File: src/rtl/rf_sched_pkg.sv
// Shared geometry and types for the register-file access scheduler.
// lane_data_t carries one value per lane, with lane 0 in the LSBs.
package rf_sched_pkg;
  localparam int WARPS  = 16;
  localparam int REGS   = 16;
  localparam int LANES  = 16;
  localparam int DATA_W = 32;
  localparam int WARP_W = $clog2(WARPS);
  localparam int REG_W  = $clog2(REGS);

  typedef logic [WARP_W-1:0]       warp_id_t;
  typedef logic [REG_W-1:0]        reg_addr_t;
  typedef logic [LANES-1:0]        lane_mask_t;
  typedef logic [LANES*DATA_W-1:0] lane_data_t;
endpackage

File: src/rtl/rf_access_scheduler_if.sv
// Requester and register_block signals of the scheduler.
// The slave modport is the scheduler side; the master modport is the requester side.
interface rf_access_scheduler_if #(
  parameter int NUM_WB = 2,
  parameter int TAG_W  = 4
);
  import rf_sched_pkg::*;

  logic                          rd_req_valid;
  logic                          rd_req_ready;
  warp_id_t                      rd_req_warp;
  reg_addr_t                     rd_req_src0;
  reg_addr_t                     rd_req_src1;
  logic                          rd_req_use0;
  logic                          rd_req_use1;
  lane_mask_t                    rd_req_mask;
  logic [TAG_W-1:0]              rd_req_tag;
  logic                          rd_rsp_valid;
  logic [TAG_W-1:0]              rd_rsp_tag;

  logic [NUM_WB-1:0]             wb_valid;
  logic [NUM_WB-1:0]             wb_ready;
  logic [NUM_WB*WARP_W-1:0]      wb_warp;
  logic [NUM_WB*REG_W-1:0]       wb_addr;
  logic [NUM_WB*LANES-1:0]       wb_mask;
  logic [NUM_WB*LANES*DATA_W-1:0] wb_data;

  warp_id_t                      rf_warp_selector;
  lane_mask_t                    rf_read_en_0;
  lane_mask_t                    rf_read_en_1;
  reg_addr_t                     rf_raddr_0;
  reg_addr_t                     rf_raddr_1;
  lane_mask_t                    rf_write_en;
  reg_addr_t                     rf_waddr;
  lane_data_t                    rf_wdata;

  modport slave (
    input  rd_req_valid, rd_req_warp, rd_req_src0, rd_req_src1,
           rd_req_use0, rd_req_use1, rd_req_mask, rd_req_tag,
           wb_valid, wb_warp, wb_addr, wb_mask, wb_data,
    output rd_req_ready, rd_rsp_valid, rd_rsp_tag, wb_ready,
           rf_warp_selector, rf_read_en_0, rf_read_en_1,
           rf_raddr_0, rf_raddr_1, rf_write_en, rf_waddr, rf_wdata
  );

  modport master (
    output rd_req_valid, rd_req_warp, rd_req_src0, rd_req_src1,
           rd_req_use0, rd_req_use1, rd_req_mask, rd_req_tag,
           wb_valid, wb_warp, wb_addr, wb_mask, wb_data,
    input  rd_req_ready, rd_rsp_valid, rd_rsp_tag, wb_ready,
           rf_warp_selector, rf_read_en_0, rf_read_en_1,
           rf_raddr_0, rf_raddr_1, rf_write_en, rf_waddr, rf_wdata
  );
endinterface

File: src/rtl/rf_access_scheduler_rr_arbiter.sv
// Round-robin pick among N requesters, one-hot grant.
// The pointer moves past the winner only when the caller actually grants.
module rr_arbiter #(
  parameter  int N     = 2,
  localparam int IDX_W = (N > 1) ? $clog2(N) : 1
) (
  input  logic             clk,
  input  logic             rst_n,
  input  logic [N-1:0]     req,
  input  logic             advance,
  output logic [N-1:0]     grant,
  output logic [IDX_W-1:0] grant_idx,
  output logic             grant_valid
);
  logic [IDX_W-1:0] ptr_q, ptr_d;
  logic [IDX_W-1:0] cand;

  always_comb begin
    grant       = '0;
    grant_idx   = '0;
    grant_valid = 1'b0;
    cand        = '0;
    for (int i = 0; i < N; i++) begin
      cand = IDX_W'((int'(ptr_q) + i) % N);
      if (!grant_valid && req[cand]) begin
        grant[cand] = 1'b1;
        grant_idx   = cand;
        grant_valid = 1'b1;
      end
    end
  end

  always_comb begin
    ptr_d = ptr_q;
    if (advance && grant_valid) begin
      ptr_d = IDX_W'((int'(grant_idx) + 1) % N);
    end
  end

  always_ff @(posedge clk or negedge rst_n) begin
    if (!rst_n) begin
      ptr_q <= '0;
    end else begin
      ptr_q <= ptr_d;
    end
  end
endmodule

File: src/rtl/rf_access_scheduler.sv
// Shares one register_block between the operand-read requester and NUM_WB writebacks.
// Grants are combinational; register_block controls are registered, giving one cycle of read latency.
module rf_access_scheduler
  import rf_sched_pkg::*;
#(
  parameter int NUM_WB       = 2,
  parameter int TAG_W        = 4,
  parameter int STARVE_LIMIT = 4
) (
  input  logic                  clk,
  input  logic                  rst_n,
  rf_access_scheduler_if.slave  bus
);
  localparam int CNT_W = $clog2(STARVE_LIMIT + 1);
  localparam int IDX_W = (NUM_WB > 1) ? $clog2(NUM_WB) : 1;

  logic [NUM_WB-1:0] wb_onehot;
  logic [IDX_W-1:0]  wb_idx;
  logic              wb_any;
  warp_id_t          win_warp;
  reg_addr_t         win_addr;
  lane_mask_t        win_mask;
  lane_data_t        win_data;
  logic              compat, starve_mode, rd_gnt, wr_gnt;

  logic [CNT_W-1:0]  starve_cnt_q, starve_cnt_d;
  logic              rd_rsp_valid_q, rd_rsp_valid_d;
  logic [TAG_W-1:0]  rd_rsp_tag_q, rd_rsp_tag_d;
  warp_id_t          warp_sel_q, warp_sel_d;
  lane_mask_t        read_en_0_q, read_en_0_d, read_en_1_q, read_en_1_d;
  reg_addr_t         raddr_0_q, raddr_0_d, raddr_1_q, raddr_1_d;
  lane_mask_t        write_en_q, write_en_d;
  reg_addr_t         waddr_q, waddr_d;
  lane_data_t        wdata_q, wdata_d;

  rr_arbiter #(.N(NUM_WB)) u_rr_arbiter (
    .clk         (clk),
    .rst_n       (rst_n),
    .req         (bus.wb_valid),
    .advance     (wr_gnt),
    .grant       (wb_onehot),
    .grant_idx   (wb_idx),
    .grant_valid (wb_any)
  );

  assign win_warp = bus.wb_warp[int'(wb_idx)*WARP_W +: WARP_W];
  assign win_addr = bus.wb_addr[int'(wb_idx)*REG_W +: REG_W];
  assign win_mask = bus.wb_mask[int'(wb_idx)*LANES +: LANES];
  assign win_data = bus.wb_data[int'(wb_idx)*LANES*DATA_W +: LANES*DATA_W];

  // Co-issue needs the shared warp selector to agree, and no read of the register
  // being written, since register_block would return its pre-write value.
  always_comb begin
    compat = (bus.rd_req_warp == win_warp)
           && !(bus.rd_req_use0 && (bus.rd_req_src0 == win_addr))
           && !(bus.rd_req_use1 && (bus.rd_req_src1 == win_addr));
    starve_mode = (starve_cnt_q == CNT_W'(STARVE_LIMIT));
    rd_gnt = 1'b0;
    wr_gnt = 1'b0;
    if (bus.rd_req_valid && wb_any) begin
      if (starve_mode) begin
        rd_gnt = 1'b1;
        wr_gnt = compat;
      end else begin
        wr_gnt = 1'b1;
        rd_gnt = compat;
      end
    end else begin
      rd_gnt = bus.rd_req_valid;
      wr_gnt = wb_any;
    end
  end

  assign bus.rd_req_ready = rd_gnt;
  assign bus.wb_ready     = wr_gnt ? wb_onehot : '0;

  always_comb begin
    starve_cnt_d = starve_cnt_q;
    if (!bus.rd_req_valid || rd_gnt) begin
      starve_cnt_d = '0;
    end else if (!starve_mode) begin
      starve_cnt_d = starve_cnt_q + CNT_W'(1);
    end
  end

  always_comb begin
    rd_rsp_valid_d = rd_gnt;
    rd_rsp_tag_d   = rd_gnt ? bus.rd_req_tag : rd_rsp_tag_q;
    read_en_0_d    = (rd_gnt && bus.rd_req_use0) ? bus.rd_req_mask : '0;
    read_en_1_d    = (rd_gnt && bus.rd_req_use1) ? bus.rd_req_mask : '0;
    raddr_0_d      = rd_gnt ? bus.rd_req_src0 : raddr_0_q;
    raddr_1_d      = rd_gnt ? bus.rd_req_src1 : raddr_1_q;
    write_en_d     = wr_gnt ? win_mask : '0;
    waddr_d        = wr_gnt ? win_addr : waddr_q;
    wdata_d        = wr_gnt ? win_data : wdata_q;
    warp_sel_d     = warp_sel_q;
    if (rd_gnt) begin
      warp_sel_d = bus.rd_req_warp;
    end else if (wr_gnt) begin
      warp_sel_d = win_warp;
    end
  end

  always_ff @(posedge clk or negedge rst_n) begin
    if (!rst_n) begin
      starve_cnt_q   <= '0;
      rd_rsp_valid_q <= 1'b0;
      rd_rsp_tag_q   <= '0;
      warp_sel_q     <= '0;
      read_en_0_q    <= '0;
      read_en_1_q    <= '0;
      raddr_0_q      <= '0;
      raddr_1_q      <= '0;
      write_en_q     <= '0;
      waddr_q        <= '0;
      wdata_q        <= '0;
    end else begin
      starve_cnt_q   <= starve_cnt_d;
      rd_rsp_valid_q <= rd_rsp_valid_d;
      rd_rsp_tag_q   <= rd_rsp_tag_d;
      warp_sel_q     <= warp_sel_d;
      read_en_0_q    <= read_en_0_d;
      read_en_1_q    <= read_en_1_d;
      raddr_0_q      <= raddr_0_d;
      raddr_1_q      <= raddr_1_d;
      write_en_q     <= write_en_d;
      waddr_q        <= waddr_d;
      wdata_q        <= wdata_d;
    end
  end

  assign bus.rd_rsp_valid     = rd_rsp_valid_q;
  assign bus.rd_rsp_tag       = rd_rsp_tag_q;
  assign bus.rf_warp_selector = warp_sel_q;
  assign bus.rf_read_en_0     = read_en_0_q;
  assign bus.rf_read_en_1     = read_en_1_q;
  assign bus.rf_raddr_0       = raddr_0_q;
  assign bus.rf_raddr_1       = raddr_1_q;
  assign bus.rf_write_en      = write_en_q;
  assign bus.rf_waddr         = waddr_q;
  assign bus.rf_wdata         = wdata_q;
endmodule

File: src/flat_wrapper.sv
// flat-port wrapper written by rule: the top's interface ports become plain ports
module rf_access_scheduler_flat import rf_sched_pkg::*;
#(
  parameter int NUM_WB       = 2,
  parameter int TAG_W        = 4,
  parameter int STARVE_LIMIT = 4
)
  (clk, rst_n, bus_rd_req_valid, bus_rd_req_warp, bus_rd_req_src0, bus_rd_req_src1, bus_rd_req_use0, bus_rd_req_use1, bus_rd_req_mask, bus_rd_req_tag, bus_wb_valid, bus_wb_warp, bus_wb_addr, bus_wb_mask, bus_wb_data, bus_rd_req_ready, bus_rd_rsp_valid, bus_rd_rsp_tag, bus_wb_ready, bus_rf_warp_selector, bus_rf_read_en_0, bus_rf_read_en_1, bus_rf_raddr_0, bus_rf_raddr_1, bus_rf_write_en, bus_rf_waddr, bus_rf_wdata);
  rf_access_scheduler_if #(.NUM_WB(NUM_WB), .TAG_W(TAG_W)) bus_i ();
  input  logic clk;
  input  logic rst_n;
  input wire logic [$bits(bus_i.rd_req_valid)-1:0] bus_rd_req_valid;
  input wire logic [$bits(bus_i.rd_req_warp)-1:0] bus_rd_req_warp;
  input wire logic [$bits(bus_i.rd_req_src0)-1:0] bus_rd_req_src0;
  input wire logic [$bits(bus_i.rd_req_src1)-1:0] bus_rd_req_src1;
  input wire logic [$bits(bus_i.rd_req_use0)-1:0] bus_rd_req_use0;
  input wire logic [$bits(bus_i.rd_req_use1)-1:0] bus_rd_req_use1;
  input wire logic [$bits(bus_i.rd_req_mask)-1:0] bus_rd_req_mask;
  input wire logic [$bits(bus_i.rd_req_tag)-1:0] bus_rd_req_tag;
  input wire logic [$bits(bus_i.wb_valid)-1:0] bus_wb_valid;
  input wire logic [$bits(bus_i.wb_warp)-1:0] bus_wb_warp;
  input wire logic [$bits(bus_i.wb_addr)-1:0] bus_wb_addr;
  input wire logic [$bits(bus_i.wb_mask)-1:0] bus_wb_mask;
  input wire logic [$bits(bus_i.wb_data)-1:0] bus_wb_data;
  output wire logic [$bits(bus_i.rd_req_ready)-1:0] bus_rd_req_ready;
  output wire logic [$bits(bus_i.rd_rsp_valid)-1:0] bus_rd_rsp_valid;
  output wire logic [$bits(bus_i.rd_rsp_tag)-1:0] bus_rd_rsp_tag;
  output wire logic [$bits(bus_i.wb_ready)-1:0] bus_wb_ready;
  output wire logic [$bits(bus_i.rf_warp_selector)-1:0] bus_rf_warp_selector;
  output wire logic [$bits(bus_i.rf_read_en_0)-1:0] bus_rf_read_en_0;
  output wire logic [$bits(bus_i.rf_read_en_1)-1:0] bus_rf_read_en_1;
  output wire logic [$bits(bus_i.rf_raddr_0)-1:0] bus_rf_raddr_0;
  output wire logic [$bits(bus_i.rf_raddr_1)-1:0] bus_rf_raddr_1;
  output wire logic [$bits(bus_i.rf_write_en)-1:0] bus_rf_write_en;
  output wire logic [$bits(bus_i.rf_waddr)-1:0] bus_rf_waddr;
  output wire logic [$bits(bus_i.rf_wdata)-1:0] bus_rf_wdata;
  assign bus_i.rd_req_valid = bus_rd_req_valid;
  assign bus_i.rd_req_warp = bus_rd_req_warp;
  assign bus_i.rd_req_src0 = bus_rd_req_src0;
  assign bus_i.rd_req_src1 = bus_rd_req_src1;
  assign bus_i.rd_req_use0 = bus_rd_req_use0;
  assign bus_i.rd_req_use1 = bus_rd_req_use1;
  assign bus_i.rd_req_mask = bus_rd_req_mask;
  assign bus_i.rd_req_tag = bus_rd_req_tag;
  assign bus_i.wb_valid = bus_wb_valid;
  assign bus_i.wb_warp = bus_wb_warp;
  assign bus_i.wb_addr = bus_wb_addr;
  assign bus_i.wb_mask = bus_wb_mask;
  assign bus_i.wb_data = bus_wb_data;
  assign bus_rd_req_ready = bus_i.rd_req_ready;
  assign bus_rd_rsp_valid = bus_i.rd_rsp_valid;
  assign bus_rd_rsp_tag = bus_i.rd_rsp_tag;
  assign bus_wb_ready = bus_i.wb_ready;
  assign bus_rf_warp_selector = bus_i.rf_warp_selector;
  assign bus_rf_read_en_0 = bus_i.rf_read_en_0;
  assign bus_rf_read_en_1 = bus_i.rf_read_en_1;
  assign bus_rf_raddr_0 = bus_i.rf_raddr_0;
  assign bus_rf_raddr_1 = bus_i.rf_raddr_1;
  assign bus_rf_write_en = bus_i.rf_write_en;
  assign bus_rf_waddr = bus_i.rf_waddr;
  assign bus_rf_wdata = bus_i.rf_wdata;
  rf_access_scheduler #(.NUM_WB(NUM_WB), .TAG_W(TAG_W), .STARVE_LIMIT(STARVE_LIMIT)) u_core (.clk(clk), .rst_n(rst_n), .bus(bus_i));
endmodule
File: config.mk
export PLATFORM = sky130hd
export DESIGN_NAME = rf_access_scheduler_flat
export DESIGN_NICKNAME = d
export VERILOG_FILES = /design/src/rtl/rf_sched_pkg.sv /design/src/rtl/rf_access_scheduler_if.sv /design/src/rtl/rf_access_scheduler_rr_arbiter.sv /design/src/rtl/rf_access_scheduler.sv /design/src/flat_wrapper.sv
export SDC_FILE = /design/constraint.sdc
export NUM_CORES = 1
export LEC_CHECK = 0
export BUFFER_PORTS_ARGS = -buffer_cell sky130_fd_sc_hd__buf_4
export CAP_MARGIN = 20
export CORE_AREA = 4 4 655 657
export CTS_BUF_LIST = sky130_fd_sc_hd__clkbuf_4 sky130_fd_sc_hd__clkbuf_8
export CTS_CLUSTER_SIZE = 40
export DETAILED_ROUTE_END_ITERATION = 10
export DIE_AREA = 0 0 659 661
export GPL_ROUTABILITY_DRIVEN = 0
export PLACE_DENSITY = 0.3
export SETUP_SLACK_MARGIN = 0.4
export SYNTH_ARGS = -nofsm -noshare
export SYNTH_HDL_FRONTEND = slang
export SYNTH_SLANG_ARGS = --single-unit
File: constraint.sdc
create_clock -name clk -period 5.6 [get_ports clk]
set_input_delay 0.56 -clock clk [delete_from_list [all_inputs] [get_ports clk]]
set_output_delay 0.56 -clock clk [all_outputs]
set_load 0.03 [all_outputs]
==> results by stage <==
Clock network:
- The maximum level of the CTS H-tree is 4.
- Clock-pin slew was measured on the worst setup and hold paths at 0.05 ns.
- The setup fix buffers added after clock tree synthesis is 0.
- The count of clock tree sinks is 585.
- After clock tree synthesis, the repair step resized 0 gates.
- TritonCTS created 135 clock buffers.
- At the later pin of the worst-skew pair, clock insertion delay measures 0.95 ns.
- The TritonCTS clock tree is yes.
- Clock tree synthesis selected as its root buffer the cell sky130_fd_sc_hd__clkbuf_8.
- The maximum number of buffers from clock root to sink is 4.

Detailed routing:
- The routed layout has 34.87k vias.
- The total wire length after detailed routing is 322900 um.
- Using the TritonRoute via totals, the vias-per-cell ratio works out to 3.001.
- In the final routed layout, each cell accounts on average for 27.79 um.
- The detailed-routing iteration count for the pre-antenna-repair pass is 7.
- The final antenna-violating net count is 0.
- In this run, the number of DRC markers left after iteration 0 of detailed routing was 1947.
- The DRC violations left is 0.

STA:
- Setup total negative slack on the finished layout was measured at 0 ns.
- The total of endpoints with negative setup slack in the final report is 0.
- The actual transition at the worst max-transition pin is 0.9979 ns.
- The number of hold-slack violations in the final timing report is 0.
- The worst-case clock skew is 0.07467 ns.
- For this run, the top clock speed supported by timing is 0.2119 GHz.
- The final max-slew violation count is 0.
- Setup repair after global routing left no endpoint under its margin.
- The tightest slew margin relative to the limit is 33.48%.
- The final hold slack is 0.1558 ns.
- The routed design could run at a clock period as short as 4.719 ns.
- Of the available clock period, the critical path in the final layout requires 84.26%.

Setup path:
- For the worst setup path, the data required time is 5.04 ns.
- Along the worst path, the maximum fanout reaches 10.
- The data arrival at the endpoint of the critical path is 4.16 ns.
- The startpoint type of the worst setup path is an input pin.
- The worst setup path is of the input pin to primary output kind.
- STA classifies the critical path endpoint as a primary output.

Die:
- The vertical die dimension is 661 um.
- The die outline width is 659 um.
- Row generation in the floorplan step produced 239 rows.
- The core region is 422800 um^2.
- The die covers 435600 um^2.
- The I/O pin count is 1695.
- The starting density of the core is 7.234%.

Final layout:
- Relative to the synthesized area, the layout overhead comes to 106.1%.
- The area occupied by registers is 14640 um^2.
- The share of layout cells above drive strength 1 is 41.60%.
- The layout has 48.35k filler cells.
- Summing all multi-input logic gate instances after layout gives 14430 um^2.
- The final layout contains 6912 nets.
- Leaving out fill and tap cells, the most frequent cells in the layout are sky130_fd_sc_hd__buf_4, sky130_fd_sc_hd__nand2_1, sky130_fd_sc_hd__dlygate4sd3_1, sky130_fd_sc_hd__dfrtp_1, sky130_fd_sc_hd__mux2_4.
- The most common cell after layout, fill and taps aside is sky130_fd_sc_hd__buf_4.

Synthesis:
- Of all flip-flops after synthesis, the portion carrying an async set or reset was 100.0%.
- The area of the mapped netlist is 30590 um^2.
- The post-synthesis cell type count is 44.
- The post-synthesis register bit count is 585.
- Of the synthesized area, sequential elements account for 47.86%.
- The leading register cell type out of synthesis is sky130_fd_sc_hd__dfrtp_1.
- Averaged over all synthesized cells, the footprint is 10.03 um^2.
- Yosys mapped a number of flops with a built-in enable equal to 0.
- The net count after synthesis is 4162.
- Yosys printed 0 warnings.
- The cell count after synthesis is 3049.

Placed design:
- Detailed placement ended at an HPWL of 279700 um.
- The quantity of I/O buffers inserted on ports is 1694.

Flow run:
- The total of max-cap violations is 0.

GRT:
- In the global route stage, met1 resource usage came out at 15.61%.
- The most used routing layer in global routing is met2.
- The global-route wire length before repair is 402300 um.
- Entering global routing, the biggest net connects 163 pins.
- Global routing consumed, on the met3 layer, 6.570% of the routing resources.
- The initial antenna violation count is 281.
- Global routing used 14.16% of the available tracks.
- The number of global-route vias before repair came to 37.28k.
- The met2 capacity usage during global routing is 24.26%.
- The sum of overflow across all layers after global routing is 0.

Min path:
- The path class of the tightest hold or removal check is input pin to flop.

Run status:
- The flow ran to the end, and the final reports show no timing, DRC or antenna violations.

Power:
- The analysis attributes to cell leakage a power of 30.20 nW.
- The worst supply voltage drop on vdd is 0.1689 mV.
- For this design the ratio of total power to cell area is 270.0 nW/um^2.
## final cells by class
cell class,instances,area share (%)
sequential,585,23.22
tap,5663,11.24
antenna,66,0.2620
clock inverter,32,0.4069
inverter,9,0.05360
multi-input combinational,2268,22.89
clock buffer,198,4.036
timing repair buffer,2800,37.89
## worst paths after layout
kind,from,endpoint,slack (ns),depth (start not counted)
hold reg to reg,u_core.bus.rf_wdata[426],u_core.bus.rf_wdata[426],0.50,1
setup / recovery,bus_wb_valid[0],bus_rd_req_ready,0.88,10
min in group asynchronous,rst_n,u_core.bus.rf_wdata[295],0.28,2
setup reg to reg,u_core.u_rr_arbiter.ptr_q,u_core.bus.rf_write_en[15],1.33,10
hold / removal,bus_wb_addr[6],u_core.bus.rf_waddr[2],0.16,4
max in group asynchronous,rst_n,u_core.bus.rf_wdata[458],3.85,3
## cells in the mapped netlist (4+ instances only)
cell                       number  area (um^2)
sky130_fd_sc_hd__clkbuf_1     116        435.4
sky130_fd_sc_hd__mux2_4       400         6006
sky130_fd_sc_hd__xnor2_1        4        35.03
sky130_fd_sc_hd__nand2_1     1586         5953
sky130_fd_sc_hd__mux2_1        62        698.2
sky130_fd_sc_hd__mux2_2        65        732.0
sky130_fd_sc_hd__mux2i_1        5        50.05
sky130_fd_sc_hd__nand3_1       14        70.07
sky130_fd_sc_hd__buf_6         10        112.6
sky130_fd_sc_hd__buf_4          7        52.55
sky130_fd_sc_hd__nand4b_1       9        78.83
sky130_fd_sc_hd__buf_1          8        30.03
sky130_fd_sc_hd__nor2b_1        9        56.30
sky130_fd_sc_hd__and3_1         5        31.28
sky130_fd_sc_hd__a31oi_1        4        25.02
sky130_fd_sc_hd__buf_12        44        880.8
sky130_fd_sc_hd__a211oi_1       6        45.04
sky130_fd_sc_hd__dfrtp_1      585        14640
sky130_fd_sc_hd__and2_1        34        212.7
sky130_fd_sc_hd__a21oi_1       23        115.1
sky130_fd_sc_hd__inv_1          8        30.03
sky130_fd_sc_hd__nor2_1         9        33.78
## state kept, by name, summed over array words and instances (netlist names), 16 cells and up
signal and flops:
u_core.bus.rf_write_en 16, u_core.bus.rf_read_en_1 16, u_core.bus.rf_wdata 512, u_core.bus.rf_read_en_0 16
## per-stage QoR
stage	cells	total power, mW	worst slack (ns)	instance area, um^2	utilization [%]
after detailed placement	10270	10.87	1.192	49500	11.71
after floorplan	3049	7.860	2.440	30590	-
final	11620	17.02	0.8812	63030	14.91
after CTS	11560	17.49	0.6237	62870	14.87
after global routing	11580	17.89	0.5517	62920	14.88
after global placement	10270	10.85	1.170	49500	11.71
## per-layer routing
layer  vias to the layer above  wire (um)
li1                      15380          -
met5                         -       1026
met2                      1568     154200
met3                       661      30680
met4                       148      11740
met1                     17120     125300
## cells by family (layout without fill, tap and decap cells)
| kind of cell | after synthesis | in the layout | share of synthesized area (%) |
|---|---|---|---|
| other cells | 0 | 66 | 0 |
| fa+ha+maj | 2 | 2 | 0.08180 |
| compound gates | 48 | 48 | 0.9858 |
| buf+inv | 196 | 3039 | 5.084 |
| flops | 585 | 585 | 47.86 |
| simple gates | 1679 | 1679 | 21.32 |
| mux | 532 | 532 | 24.47 |
| xor+xnor | 7 | 7 | 0.2004 |
## critical path, cell delays in order
cell and delay (ns):
sky130_fd_sc_hd__dlygate4sd3_1 0.59, sky130_fd_sc_hd__buf_4 0.14, sky130_fd_sc_hd__nor2b_1 0.71, sky130_fd_sc_hd__o21ai_2 0.13, sky130_fd_sc_hd__and3_1 0.23, sky130_fd_sc_hd__or4_4 0.52
sky130_fd_sc_hd__o211a_1 0.43, sky130_fd_sc_hd__o21ai_2 0.47, sky130_fd_sc_hd__inv_1 0.17, sky130_fd_sc_hd__buf_4 0.20
## where the power goes
part           total (mW)  internal [mW]  switching (mW)
clock                5.44           3.01            2.43
combinational        6.31           2.87            3.44
sequential           5.26           4.81           0.457
total                17.0           10.7            6.33
## repair_timing
action,4_1_cts,5_1_grt
hold buffers,1056,0
hold endpoints to repair,614,0
setup endpoints to repair,0,0
(Power assumes the default switching activity.)
